$ cat src/rtl/clk_div_prog.sv
// clk_div_prog: runtime-programmable integer clock divider with a period counter.
// The divide ratio is loaded through a pending slot. The pending ratio becomes
// active only at a period boundary, so clk_out never glitches.
// Optional build macro: CLK_DIV_ODD_DUTY50_EN. It adds a negedge term that gives
// an exact 50% duty cycle for odd ratios.
// Reset: rst_n is asynchronous and active-high. The block is held in reset while rst_n == 1.
module clk_div_prog #(
  parameter int W           = 8,
  parameter int PW          = 4,
  parameter int DEFAULT_DIV = 2
) (
  input  logic          clk,
  input  logic          rst_n,
  input  logic          en,
  input  logic          load,
  input  logic [W-1:0]  div_ratio,
  output logic          clk_out,
  output logic          tick,
  output logic [W-1:0]  phase,
  output logic [PW-1:0] period_cnt,
  output logic          ratio_err
);

  localparam logic [W-1:0]  DEF_W  = W'(DEFAULT_DIV);
  localparam logic [W-1:0]  ONE_W  = W'(1);
  localparam logic [W-1:0]  TWO_W  = W'(2);
  localparam logic [PW-1:0] ONE_PW = PW'(1);

  logic [W-1:0]  r_active;
  logic [W-1:0]  r_pend;
  logic          r_pend_vld;
  logic [W-1:0]  r_phase;
  logic          r_clk_pos;
  logic          r_tick;
  logic [PW-1:0] r_pcnt;
  logic          r_err;

  logic          w_wrap;
  logic          w_load_ok;
  logic          w_load_bad;
  logic [W-1:0]  w_next_phase;
  logic [W-1:0]  w_next_active;
  logic [W-1:0]  w_next_pend;
  logic          w_next_pend_vld;
  logic          w_next_clk_pos;

  // Next-state logic: phase advance, ratio hand-over at wrap, and pending-slot update.
  always_comb begin
    w_wrap          = en & (r_phase == (r_active - ONE_W));
    w_load_ok       = load & (div_ratio >= TWO_W);
    w_load_bad      = load & (div_ratio < TWO_W);
    w_next_phase    = r_phase;
    w_next_active   = r_active;
    w_next_pend     = r_pend;
    w_next_pend_vld = r_pend_vld;
    if (en) begin
      if (w_wrap) begin
        w_next_phase = '0;
        if (r_pend_vld) begin
          // The pending ratio governs the period that starts on this edge.
          w_next_active   = r_pend;
          w_next_pend_vld = 1'b0;
        end else begin
          w_next_active   = r_active;
        end
      end else begin
        w_next_phase = r_phase + ONE_W;
      end
    end else begin
      w_next_phase = r_phase;
    end
    // A load on the wrap edge lands in the slot after the hand-over. It therefore
    // applies at the following wrap.
    if (w_load_ok) begin
      w_next_pend     = div_ratio;
      w_next_pend_vld = 1'b1;
    end else begin
      w_next_pend     = w_next_pend;
    end
    w_next_clk_pos = (w_next_phase < (w_next_active >> 1));
  end

  // State and output registers. All of them reset immediately when rst_n rises.
  always_ff @(posedge clk or posedge rst_n) begin
    if (rst_n) begin
      r_active   <= DEF_W;
      r_pend     <= '0;
      r_pend_vld <= 1'b0;
      r_phase    <= DEF_W - ONE_W;
      r_clk_pos  <= 1'b0;
      r_tick     <= 1'b0;
      r_pcnt     <= '0;
      r_err      <= 1'b0;
    end else begin
      r_pend     <= w_next_pend;
      r_pend_vld <= w_next_pend_vld;
      r_err      <= w_load_bad;
      r_tick     <= w_wrap;
      if (en) begin
        r_active  <= w_next_active;
        r_phase   <= w_next_phase;
        r_clk_pos <= w_next_clk_pos;
        if (w_wrap) begin
          r_pcnt <= r_pcnt + ONE_PW;
        end else begin
          r_pcnt <= r_pcnt;
        end
      end else begin
        r_active  <= r_active;
        r_phase   <= r_phase;
        r_clk_pos <= r_clk_pos;
        r_pcnt    <= r_pcnt;
      end
    end
  end

`ifdef CLK_DIV_ODD_DUTY50_EN
  logic r_clk_neg;

  // Half-cycle extension of the high time, used only while the active ratio is odd.
  always_ff @(negedge clk or posedge rst_n) begin
    if (rst_n) begin
      r_clk_neg <= 1'b0;
    end else if (en) begin
      r_clk_neg <= r_clk_pos;
    end else begin
      r_clk_neg <= r_clk_neg;
    end
  end

  assign clk_out = r_clk_pos | (r_clk_neg & r_active[0]);
`else
  assign clk_out = r_clk_pos;
`endif

  assign tick       = r_tick;
  assign phase      = r_phase;
  assign period_cnt = r_pcnt;
  assign ratio_err  = r_err;

endmodule

$ cat config.mk
export PLATFORM = sky130hd
export DESIGN_NAME = clk_div_prog
export DESIGN_NICKNAME = d
export VERILOG_FILES = /design/src/rtl/clk_div_prog.sv
export SDC_FILE = /design/constraint.sdc
export NUM_CORES = 1
export LEC_CHECK = 0
export CELL_PAD_IN_SITES_DETAIL_PLACEMENT = 2
export CELL_PAD_IN_SITES_GLOBAL_PLACEMENT = 2
export CORE_MARGIN = 4
export CORE_UTILIZATION = 39
export CTS_BUF_LIST = sky130_fd_sc_hd__clkbuf_8
export DETAILED_ROUTE_END_ITERATION = 8
export GPL_ROUTABILITY_DRIVEN = 0
export HOLD_SLACK_MARGIN = 0.03
export PLACE_DENSITY_LB_ADDON = 0.15
export SYNTH_ARGS = -nofsm -noshare
export SYNTH_HDL_FRONTEND = slang
export SYNTH_SLANG_ARGS = --single-unit
$ cat constraint.sdc
create_clock -name clk -period 7.3 [get_ports clk]
set_input_delay 0.73 -clock clk [delete_from_list [all_inputs] [get_ports clk]]
set_output_delay 0.73 -clock clk [all_outputs]
set_load 0.01 [all_outputs]
# --- Word level (Yosys, flattened, before mapping) ---
# Index checks and enable logic that the tools add are counted.
word_totals:
  register_bits: 32
  inputBits: 12
  output_inout_bits: 15
op_classes:
  magnitude_cmp: 3
  n_bitwise: 3
  mux: 8
  n_eq_ne: 1
  reduce_logical: 5
  n_addsub: 3
ops:
  columns: ["op", "count"]
  rows:
  - ["$mux W8", 5]
  - ["$add A8 B1 Y8 const B", 1]
  - ["$eq A8 B8 Y1", 1]
  - ["$ge A8 B2 Y1 const B", 1]
  - ["$lt A8 B2 Y1 const B", 1]
  - ["$lt A8 B7 Y1", 1]
  - ["$sub A8 B1 Y8 const B", 1]
  - ["$add A4 B1 Y4 const B", 1]
  - ["$reduce_and A2 Y1", 2]
  - ["$reduce_bool A2 Y1", 2]
  - ["$and A1 B1 Y1", 3]
  - ["$mux W1", 3]
  - ["$reduce_and A3 Y1", 1]

# --- Longest topological paths before layout ---
# Gate-level depths: netlist of the first run.
depth:
  ltp_word: 6
  mapped_depth: 16
  depth_no_buf: 14

# --- Least setup slack after synthesis of the first run ---
# Ideal clock, no wire load.
synth_path:
  path_type: "register to register"
  from: "register r_active[3]"
  to: "register r_clk_pos (netlist: clk_out)"
  setup_ps: 94
  t_arrival_ps: 3353
  path_slack_ps: 3853
  n_path_buf: 1
  path_stages_with_launch: 13
  required_time_ps: 7206
  path_cell_list: "dfrtp_1 -> or3_1 -> or4_4 -> a2111oi_4 -> and3_4 -> nand3_4 -> buf_6 -> mux2i_1 -> ha_1 -> o21a_1 -> o21a_1 -> o2111a_1 -> a211oi_1"
synth_between:
  elab_chain_len: 6
  elab_cells_between_ends: 9
synth_rtl:
  columns: ["element", "line_no", "text"]
  rows:
  - ["start: declaration", "29", "logic [W-1:0] r_active;"]
  - ["start signal: assignment", "100", "r_active <= w_next_active;"]
  - ["start signal: assignment", "109", "r_active <= r_active;"]
  - ["$sub A8 B1 Y8", "49", "w_wrap = en & (r_phase == (r_active - ONE_W));"]
  - ["$eq A8 B8 Y1", "49", null]
  - ["$and A1 B1 Y1", "49", null]
  - ["$mux W8", "57", "if (w_wrap) begin"]
  - ["$mux W8", "56", "if (en) begin"]
  - ["$lt A8 B7 Y1 (*)", "80", "w_next_clk_pos = (w_next_phase < (w_next_active >> 1));"]
  - ["end signal: assignment", "102", "r_clk_pos <= w_next_clk_pos;"]
  - ["end signal: assignment", "111", "r_clk_pos <= r_clk_pos;"]
  - ["end: declaration", "33", "logic r_clk_pos;"]
# Mark *: on every way between the ends. The rest lies on a longest branch, timed or not.
# A chain may end at the register's enable or synchronous reset.

# --- Worst setup path after layout of the first run ---
# Same ends and word-level chain as after synthesis.

==> flow_summary.ini, run 1 <==
[run_status]
status = finished, final reports clean

[drt]
ant_nets = 0
viasPerCell = 5.552
num_vias = 1549
first_pass_iters = 4
drt-initial-drc-count = 56
wl_per_cell_um = 19.47
wl_um = 5431
drc = 0

[worst_hold_path]
hold_depth = 2
hp-class = flop to flop

[cells_and_area]
area_growth_pct = 19.29
layout.cells.non_filler = 279
postLayoutCoreUtil = 0.4850
fillerInstances = 513
num_antenna_cells = 0
fin_nets = 232
drive_above_1_share = 0.1321
postLayoutCellArea_sq_mm = 0.002306

[floorplan]
core-area_sq_mm = 0.004755
fp.dieArea_sq_mm = 0.006147
num_rows = 25
die_w_um = 78.41
ios = 27
start_util = 0.4066
dieHeight_um = 78.41

[logic_synthesis]
yosysMostFrequentCell = dfrtp_1
synthFlopType = dfrtp_1
async_flop_share = 1.000
ys_types = 49
avgSynthCellArea_sq_um = 10.45
synth_top_cell_area_share = 0.3883
yosys.area.top_type = dfrtp_1
seq_area_frac_synth = 0.4155
synth_edf_count = 0
synth-seq-cells = 32
synth.cell_area_sq_mm = 0.001933
synth_fp_nets = 206
ys.warnings.count = 0
synth_common_cells = dfrtp_1 (30), nand2_1 (26), xnor2_1 (13)
synth_top_cells_by_area = dfrtp_1 (39%), xnor2_1 (5.9%), ha_1 (5.8%)
syn_inst = 185

[setup_path]
crit_path_end_kind = flop
r2r_cells = 11
crit_arrival_ns = 4.06
path_max_fanout = 13
worstPathRequired_ns = 7.49
path_class = flop to flop
start_kind = flop

[power]
switching_share = 0.3477
total_power_mw = 0.5356
irDropWorstVdd_mv = 0.1078
clkPwrFrac = 0.246
p_switching_mw = 0.1862
p_int_mw = 0.3494
power_density_mw_per_mm2 = 232.3
p_leak_nw = 1.067
p_seq_frac = 0.439
p_comb_frac = 0.315

[global_route]
overflow = 0
grt_max_degree = 23
grtUsageTotal = 0.2004
grt_pass1_wl_um = 9225
antenna_found_initial = 0
grt_pass1_vias = 1726

[placed_design]
post-place-ws_ns = 3.423
placed_area_sq_mm = 0.002225
place_inst = 271
dp_hpwl_um = 4176
numPortBuffers = 26

[sta]
fin_crit_sh = 0.5299
layout_min_cycle_time_ns = 3.868
max_freq_mhz = 258.5
tns_ns = 0
finalHoldViolCount = 0
skew_ns = 0.005772
drv_slew = 0
setup_slack_ns = 3.432
slew_headroom = 0.6310
fin_hold_ws_ns = 0.4881
final-setup-viol-count = 0
tightest_slew_ns = 0.5492
rsz0062_at_grt = no

[cts]
numCtsBuffers = 5
cts_tree = done
ctsHoldBuffers = 0
cts_root_buffer = clkbuf_8
path_clk_slew_ns = 0.07
clockBufferDepth = 2
insertion_delay_ns = 0.29
ctsResizeCount = 0
post_cts_buffers = 0
clock_sinks = 32
cts_max_level = 2

[run]
cap_violations = 0
[cell usage in the layout, fill, tap and decap left out, types with 3 or more instances in the layout]
cell type,synthesis,layout
inv_1,7,9
o21a_1,3,3
clkdlybuf4s50_1,0,26
mux2_4,4,4
xnor2_1,13,13
nand3_1,3,3
dfrtp_1,30,30
mux2i_1,6,6
nand2_1,26,26
o2bb2ai_1,4,4
and3_1,5,5
nor2_1,10,10
nand4_1,3,3
nor3_1,4,4
clkbuf_8,0,5
ha_1,9,9
mux2_2,5,5
o21ai_0,6,6
[power groups by stage]
stage | logic (mW) | clock network (mW) | registers, mW
2_1_floorplan | 0.108 | 0 | 0.225
3_3_place_gp | 0.157 | 0 | 0.237
3_5_place_dp | 0.167 | 0 | 0.238
4_1_cts | 0.170 | 0.134 | 0.235
5_1_grt | 0.189 | 0.145 | 0.240
6_report | 0.169 | 0.132 | 0.235
[cell families after synthesis]
kind of cell | Yosys count | synth area share
adder cells (fa/ha/maj) | 9 | 0.05825
AO/OA/AOI/OAI | 32 | 0.1346
AND/OR/NAND/NOR | 66 | 0.1793
multiplexers | 15 | 0.09126
buffers and inverters | 15 | 0.04466
flip-flops | 32 | 0.4155
XOR/XNOR | 16 | 0.07638
[area by class of cell]
| cell class | count | area, sq um | share of cell area |
|---|---|---|---|
| timing repair buffer | 27 | 267.8 | 0.1161 |
| tap | 67 | 83.83 | 0.03635 |
| inverter | 7 | 26.28 | 0.01139 |
| clock buffer | 5 | 68.82 | 0.02984 |
| clock inverter | 3 | 12.51 | 0.005426 |
| multi-input combinational | 138 | 1044 | 0.4525 |
| sequential | 32 | 803.3 | 0.3483 |
[metal layers]
layer | global-route usage | part of all wire | up-vias
li1 | - | - | 714
met1 | 0.2486 | 0.45 | 795
met2 | 0.3322 | 0.50 | 25
met3 | 0.04472 | 0.026 | 15
met4 | 0.09091 | 0.031 | 0
met5 | 0 | 0 | -
[critical path: stages, from the launching register on]
cell       delay [ns]
dfrtp_1          0.46
or3_1            0.49
or4_4            0.52
a2111oi_4        0.43
and3_4           0.34
nand3_4          0.23
mux2i_1          0.24
ha_1             0.25
o21a_1           0.17
o21a_1           0.16
o2111a_1         0.23
a211oi_1         0.25
[flip-flops by register name, indices dropped and copies added (netlist names)]
| signal | cells |
|---|---|
| phase | 8 |
| r_active | 8 |
| r_pend | 8 |
| period_cnt | 4 |
| clk_out | 1 |
| r_pend_vld | 1 |
| ratio_err | 1 |
| tick | 1 |
[worst paths after layout]
kind / from / endpoint / slack, ns
worst max register to register: r_active[3]$_DFFE_PP0P_ / clk_out$_DFFE_PP0P_ / 3.43
worst min-delay path: r_pend[1]$_DFFE_PP0P_ / r_pend[1]$_DFFE_PP0P_ / 0.49
max in group asynchronous: rst_n / r_active[1]$_DFFE_PP1P_ / 5.86
worst max-delay path: r_active[3]$_DFFE_PP0P_ / clk_out$_DFFE_PP0P_ / 3.43
worst min register to register: r_pend[1]$_DFFE_PP0P_ / r_pend[1]$_DFFE_PP0P_ / 0.49
min in group asynchronous: rst_n / period_cnt[3]$_DFFE_PP0P_ / 0.74
Power figures use the tool's default switching activity.
==> run 2: changes to the inputs <==
Settings changed: CORE_UTILIZATION 39 to 33.
Clock period 7.3 ns to 3.5 ns, I/O delays scaled along.
==> run 2 against run 1 <==
  * Final cell count grew 6.5%
  * Sequential share of layout area shrank 2.7 points
  * Via count grew 0.84%
  * Clock-buffer cell count grew 2
  * Critical path depth is the same
  * Power grew 140%
  * Wire length grew 7.8%
  * Global-route usage shrank 2.7 points
  * Maximum frequency grew 13%
  * Highest routed layer unchanged
==> flow_summary.ini, run 2 (synthesis gave the netlist of run 1 again) <==
[cells_and_area]
fin_nets = 245
area_growth_pct = 29.19
final_cell_mix = dfrtp_1 (30), nand2_1 (26), clkdlybuf4s50_1 (26), xnor2_1 (13), buf_4 (13)
layout.cells.non_filler = 297
layout_commonest_cell = dfrtp_1
num_antenna_cells = 0
drive_above_1_share = 0.2133

[sta]
layout_min_cycle_time_ns = 3.411
fin_crit_sh = 0.9747
max_freq_mhz = 293.1
finalHoldViolCount = 0
slew_headroom = 0.7045
skew_ns = 0.004182
tightest_slew_ns = 0.4433
drv_slew = 0
final-setup-viol-count = 0

[setup_path]
crit_path_end_kind = flop
path_max_fanout = 8
crit_arrival_ns = 3.60
worstPathRequired_ns = 3.69
path_class = flop to flop
start_kind = flop

[power]
clkPwrFrac = 0.312
irDropWorstVdd_mv = 0.2342
total_power_mw = 1.274
p_seq_frac = 0.389
power_density_mw_per_mm2 = 510.0
p_switching_mw = 0.4127
switching_share = 0.3240
p_leak_nw = 1.157
p_int_mw = 0.8610
p_comb_frac = 0.299

[cts]
clockBufferDepth = 2
clock_sinks = 32
numCtsBuffers = 5
cts_root_buffer = clkbuf_8
path_clk_slew_ns = 0.07
insertion_delay_ns = 0.29
ctsHoldBuffers = 0
cts_max_level = 2
cts_tree = done

[global_route]
grt_max_degree = 33
grt_pass1_wl_um = 9673
grtUsageTotal = 0.1732
antenna_found_initial = 0
grt_pass1_vias = 1787
overflow = 0

[drt]
wl_um = 5857
viasPerCell = 5.259
drc = 0
wl_per_cell_um = 19.72
first_pass_iters = 4
num_vias = 1562
ant_nets = 0
drt-initial-drc-count = 42

[placed_design]
numPortBuffers = 26
dp_hpwl_um = 4357
place_inst = 287

[floorplan]
core-area_sq_mm = 0.005608
start_util = 0.3447
num_rows = 27
die_w_um = 84.54
dieHeight_um = 84.54
ios = 27
fp.dieArea_sq_mm = 0.007146

[worst_hold_path]
hp-class = input pin to async pin

[run_status]
status = finished, final reports clean

[run]
cap_violations = 0
## run 2: metrics by stage
step             util  area [sq um]  setup WS [ns]  hold WS (ns)  setup TNS, ns
2_1_floorplan       -          1933        0.05344        0.4358              0
3_3_place_gp   0.4125          2313         0.1740        0.4596              0
3_5_place_dp   0.4125          2313       -0.04898        0.4705       -0.04898
4_1_cts        0.4362          2446       0.001689        0.4754              0
5_1_grt        0.4453          2497      -0.008232        0.5045      -0.008232
6_report       0.4453          2497        0.08872        0.4648              0
## run 2: path summary, 6_finish.rpt
| check | start | endpoint | slack, ns | cells past startpoint |
|---|---|---|---|---|
| max | r_active[0]$_DFFE_PP0P_ | clk_out$_DFFE_PP0P_ | 0.09 | 11 |
| min | rst_n | phase[4]$_DFFE_PP0P_ | 0.46 | 3 |
| max reg2reg | r_active[0]$_DFFE_PP0P_ | clk_out$_DFFE_PP0P_ | 0.09 | 11 |
| min reg2reg | period_cnt[3]$_DFFE_PP0P_ | period_cnt[3]$_DFFE_PP0P_ | 0.50 | 1 |
| max in group asynchronous | rst_n | r_active[1]$_DFFE_PP1P_ | 2.69 | 3 |
| min in group clk | period_cnt[3]$_DFFE_PP0P_ | period_cnt[3]$_DFFE_PP0P_ | 0.50 | 1 |
## run 2: power groups by stage
| stage | registers [mW] | logic [mW] | clock network [mW] |
|---|---|---|---|
| 2_1_floorplan | 0.469 | 0.225 | 0 |
| 3_3_place_gp | 0.496 | 0.331 | 0 |
| 3_5_place_dp | 0.502 | 0.353 | 0 |
| 4_1_cts | 0.496 | 0.367 | 0.408 |
| 5_1_grt | 0.509 | 0.419 | 0.419 |
| 6_report | 0.496 | 0.381 | 0.397 |
## run 2: final cells by class
cell class	count	area (sq um)
clock buffers	7	96.34
clock inverters	1	30.03
fillers	626	3110
inverters	7	26.28
multi-input cells	138	1082
flip-flops and latches	32	803.3
well taps	72	90.09
repair buffers	40	369.1
## run 2: timing repair
| action | 4_1_cts | 5_1_grt |
|---|---|---|
| setup buffers | 0 | 2 |
| gates resized for setup | 2 | 7 |
| setup endpoints to repair | 1 | 1 |
| pin swaps | 1 | 4 |
## run 2: worst max-delay path: stages, from the launching register on
cell	delay, ns
dfrtp_1	0.38
or3_1	0.41
or4_4	0.55
a2111oi_4	0.35
and3_4	0.28
buf_4	0.17
o2bb2ai_1	0.10
ha_1	0.29
o21a_1	0.16
o21a_1	0.16
o2111a_1	0.24
a211oi_1	0.22
## run 2: per-layer routing
metal  wire length (um)  GRT usage  up-vias
met5                  0          0        -
li1                   -          -      733
met3                111    0.02748        9
met1               2710     0.2222      797
met4                100    0.05468        0
met2               2935     0.2975       23
==> run 3: changes to the inputs <==
Settings changed: GPL_TIMING_DRIVEN from default to 0.
==> run 3 against run 2 <==
  * The flow now finishes with violations (setup timing)
  * Power decreased by 5.6%
  * Sequential power decreased by 6.2%
  * Via count increased by 2.8%
  * Register-to-register slack got worse by 0.21 ns
  * Sequential share of layout area decreased by 1.3 points
  * Wire length increased by 1.1%
  * Die area unchanged
  * Setup slack got worse by 0.21 ns
  * Non-clock buffer count increased by 7
==> flow_summary.ini, run 3 (synthesis gave the netlist of run 1 again) <==
[placed_design]
numPortBuffers = 25
place_inst = 282
placed_area_sq_mm = 0.002273
dp_hpwl_um = 4095
post-place-ws_ns = -0.4025

[worst_hold_path]
hp-class = input pin to async pin

[cells_and_area]
layout_commonest_cell = dfrtp_1
drive_above_1_share = 0.2629
fillerInstances = 602
postLayoutCellArea_sq_mm = 0.002611
num_antenna_cells = 0
postLayoutCoreUtil = 0.4656
layout.cells.non_filler = 304
fin_nets = 252
area_growth_pct = 35.08
final_cell_mix = dfrtp_1 (28), nand2_1 (26), clkdlybuf4s50_1 (25), xnor2_1 (13), buf_4 (13)

[setup_path]
path_max_fanout = 5
crit_path_end_kind = flop
path_class = flop to flop
cp_top_family = simple AND/OR/NAND/NOR gates
start_kind = flop
crit_arrival_ns = 3.82
critical_path_buf_inv_count = 1
slowest_stage = or4_4
path_cells = or3_4 > or4_4 > a2111oi_4 > and3_4 > nand3_4 > buf_12 > mux2i_4 > ha_4 > o21a_1 > o21a_1 > o2111a_1 > a211oi_2
slowest_delay_ns = 0.53
worstPathRequired_ns = 3.70
worst_path_most_repeated_cell = o21a_1

[cts]
cts_tree = done
cts_root_buffer = clkbuf_8
ctsHoldBuffers = 0
cts_max_level = 2
insertion_delay_ns = 0.28
clock_sinks = 32
path_clk_slew_ns = 0.07
numCtsBuffers = 5
clockBufferDepth = 2

[sta]
final-setup-viol-count = 1
setup_slack_ns = -0.1183
drv_slew = 0
finalHoldViolCount = 0
tightest_slew_ns = 0.5623
layout_min_cycle_time_ns = 3.618
max_freq_mhz = 276.4
rsz0062_at_grt = yes
fin_crit_sh = 1.034
skew_ns = 0.005768
slew_headroom = 0.6228

[drt]
drc = 0
num_vias = 1605
wl_met1_um = 2722
wl_met3_um = 124
ant_nets = 0
wl_um = 5921
dr.max_layer_used = met4
drt-initial-drc-count = 18
viasPerCell = 5.280
met2_wirelength_um = 3022
first_pass_iters = 4
wl_per_cell_um = 19.48

[power]
irDropWorstVdd_mv = 0.2424
power_density_mw_per_mm2 = 460.3
total_power_mw = 1.202
p_leak_nw = 1.162

[global_route]
grt_max_degree = 33
grt_pass1_vias = 1860
grt_pass1_wl_um = 9722
antenna_found_initial = 0
overflow = 0
grtUsageTotal = 0.1741

[floorplan]
dieHeight_um = 84.54
ios = 27
fp.dieArea_sq_mm = 0.007146
num_rows = 27
start_util = 0.3447
core-area_sq_mm = 0.005608
die_w_um = 84.54

[run]
cap_violations = 0

[run_status]
status = finished, violations left
violations = setup timing
[run 3: what timing repair did]
action | 4_1_cts | 5_1_grt
pin swaps | 8 | 9
setup endpoints to repair | 1 | 1
buffers inserted | 11 | 4
cloned | 0 | 0
resized for setup | 13 | 8
[run 3: stage by stage]
stage                     hold WS, ns  setup TNS (ns)
after floorplan                0.4358               0
after global placement         0.4602         -0.2993
after detailed placement       0.4702         -0.4025
after CTS                      0.4293        -0.01416
after global routing           0.3944         -0.1709
final                          0.3642         -0.1183
[run 3: final cells by class]
type,instances,area (sq um),share of cell area
inverter,7,26.28,0.01006
timing repair buffer,40,395.4,0.1514
clock buffer,6,82.58,0.03162
buffer,7,57.56,0.02204
clock inverter,2,10.01,0.003833
multi-input combinational,138,1144,0.4380
tap,72,90.09,0.03450
sequential,32,805.8,0.3086
[run 3: report_power, final]
part	leakage (nW)	internal (mW)	total [mW]	switching, mW
combinational	0.702	0.219	0.440	0.221
clock	0.0510	0.157	0.297	0.140
sequential	0.409	0.411	0.465	0.0536
total	1.16	0.787	1.20	0.415
[run 3: path summary, 6_finish.rpt]
path,startpoint,endpoint,slack (ns),cells after the start
max in group asynchronous,rst_n,r_active[1]$_DFFE_PP1P_,2.62,3
max,r_active[0]$_DFFE_PP0P_,clk_out$_DFFE_PP0P_,-0.12,12
min in group clk,load,r_pend[2]$_DFFE_PP0P_,0.44,3
max reg2reg,r_active[0]$_DFFE_PP0P_,clk_out$_DFFE_PP0P_,-0.12,12
min,rst_n,clk_out$_DFFE_PP0P_,0.36,2
min reg2reg,period_cnt[3]$_DFFE_PP0P_,period_cnt[3]$_DFFE_PP0P_,0.47,1
[run 3: worst register-to-register path, cell delays in order (launching register included)]
cell and delay [ns]:
dfrtp_2 0.42, or3_4 0.37, or4_4 0.53, a2111oi_4 0.42
and3_4 0.28, nand3_4 0.11, buf_12 0.17, mux2i_4 0.19
ha_4 0.24, o21a_1 0.17, o21a_1 0.17, o2111a_1 0.24
a211oi_2 0.22
[run 3: layer usage]
metal,vias up,GRT usage
met3,5,0.03631
met5,-,0
met1,829,0.2226
met2,20,0.2968
li1,751,-
met4,0,0.04892
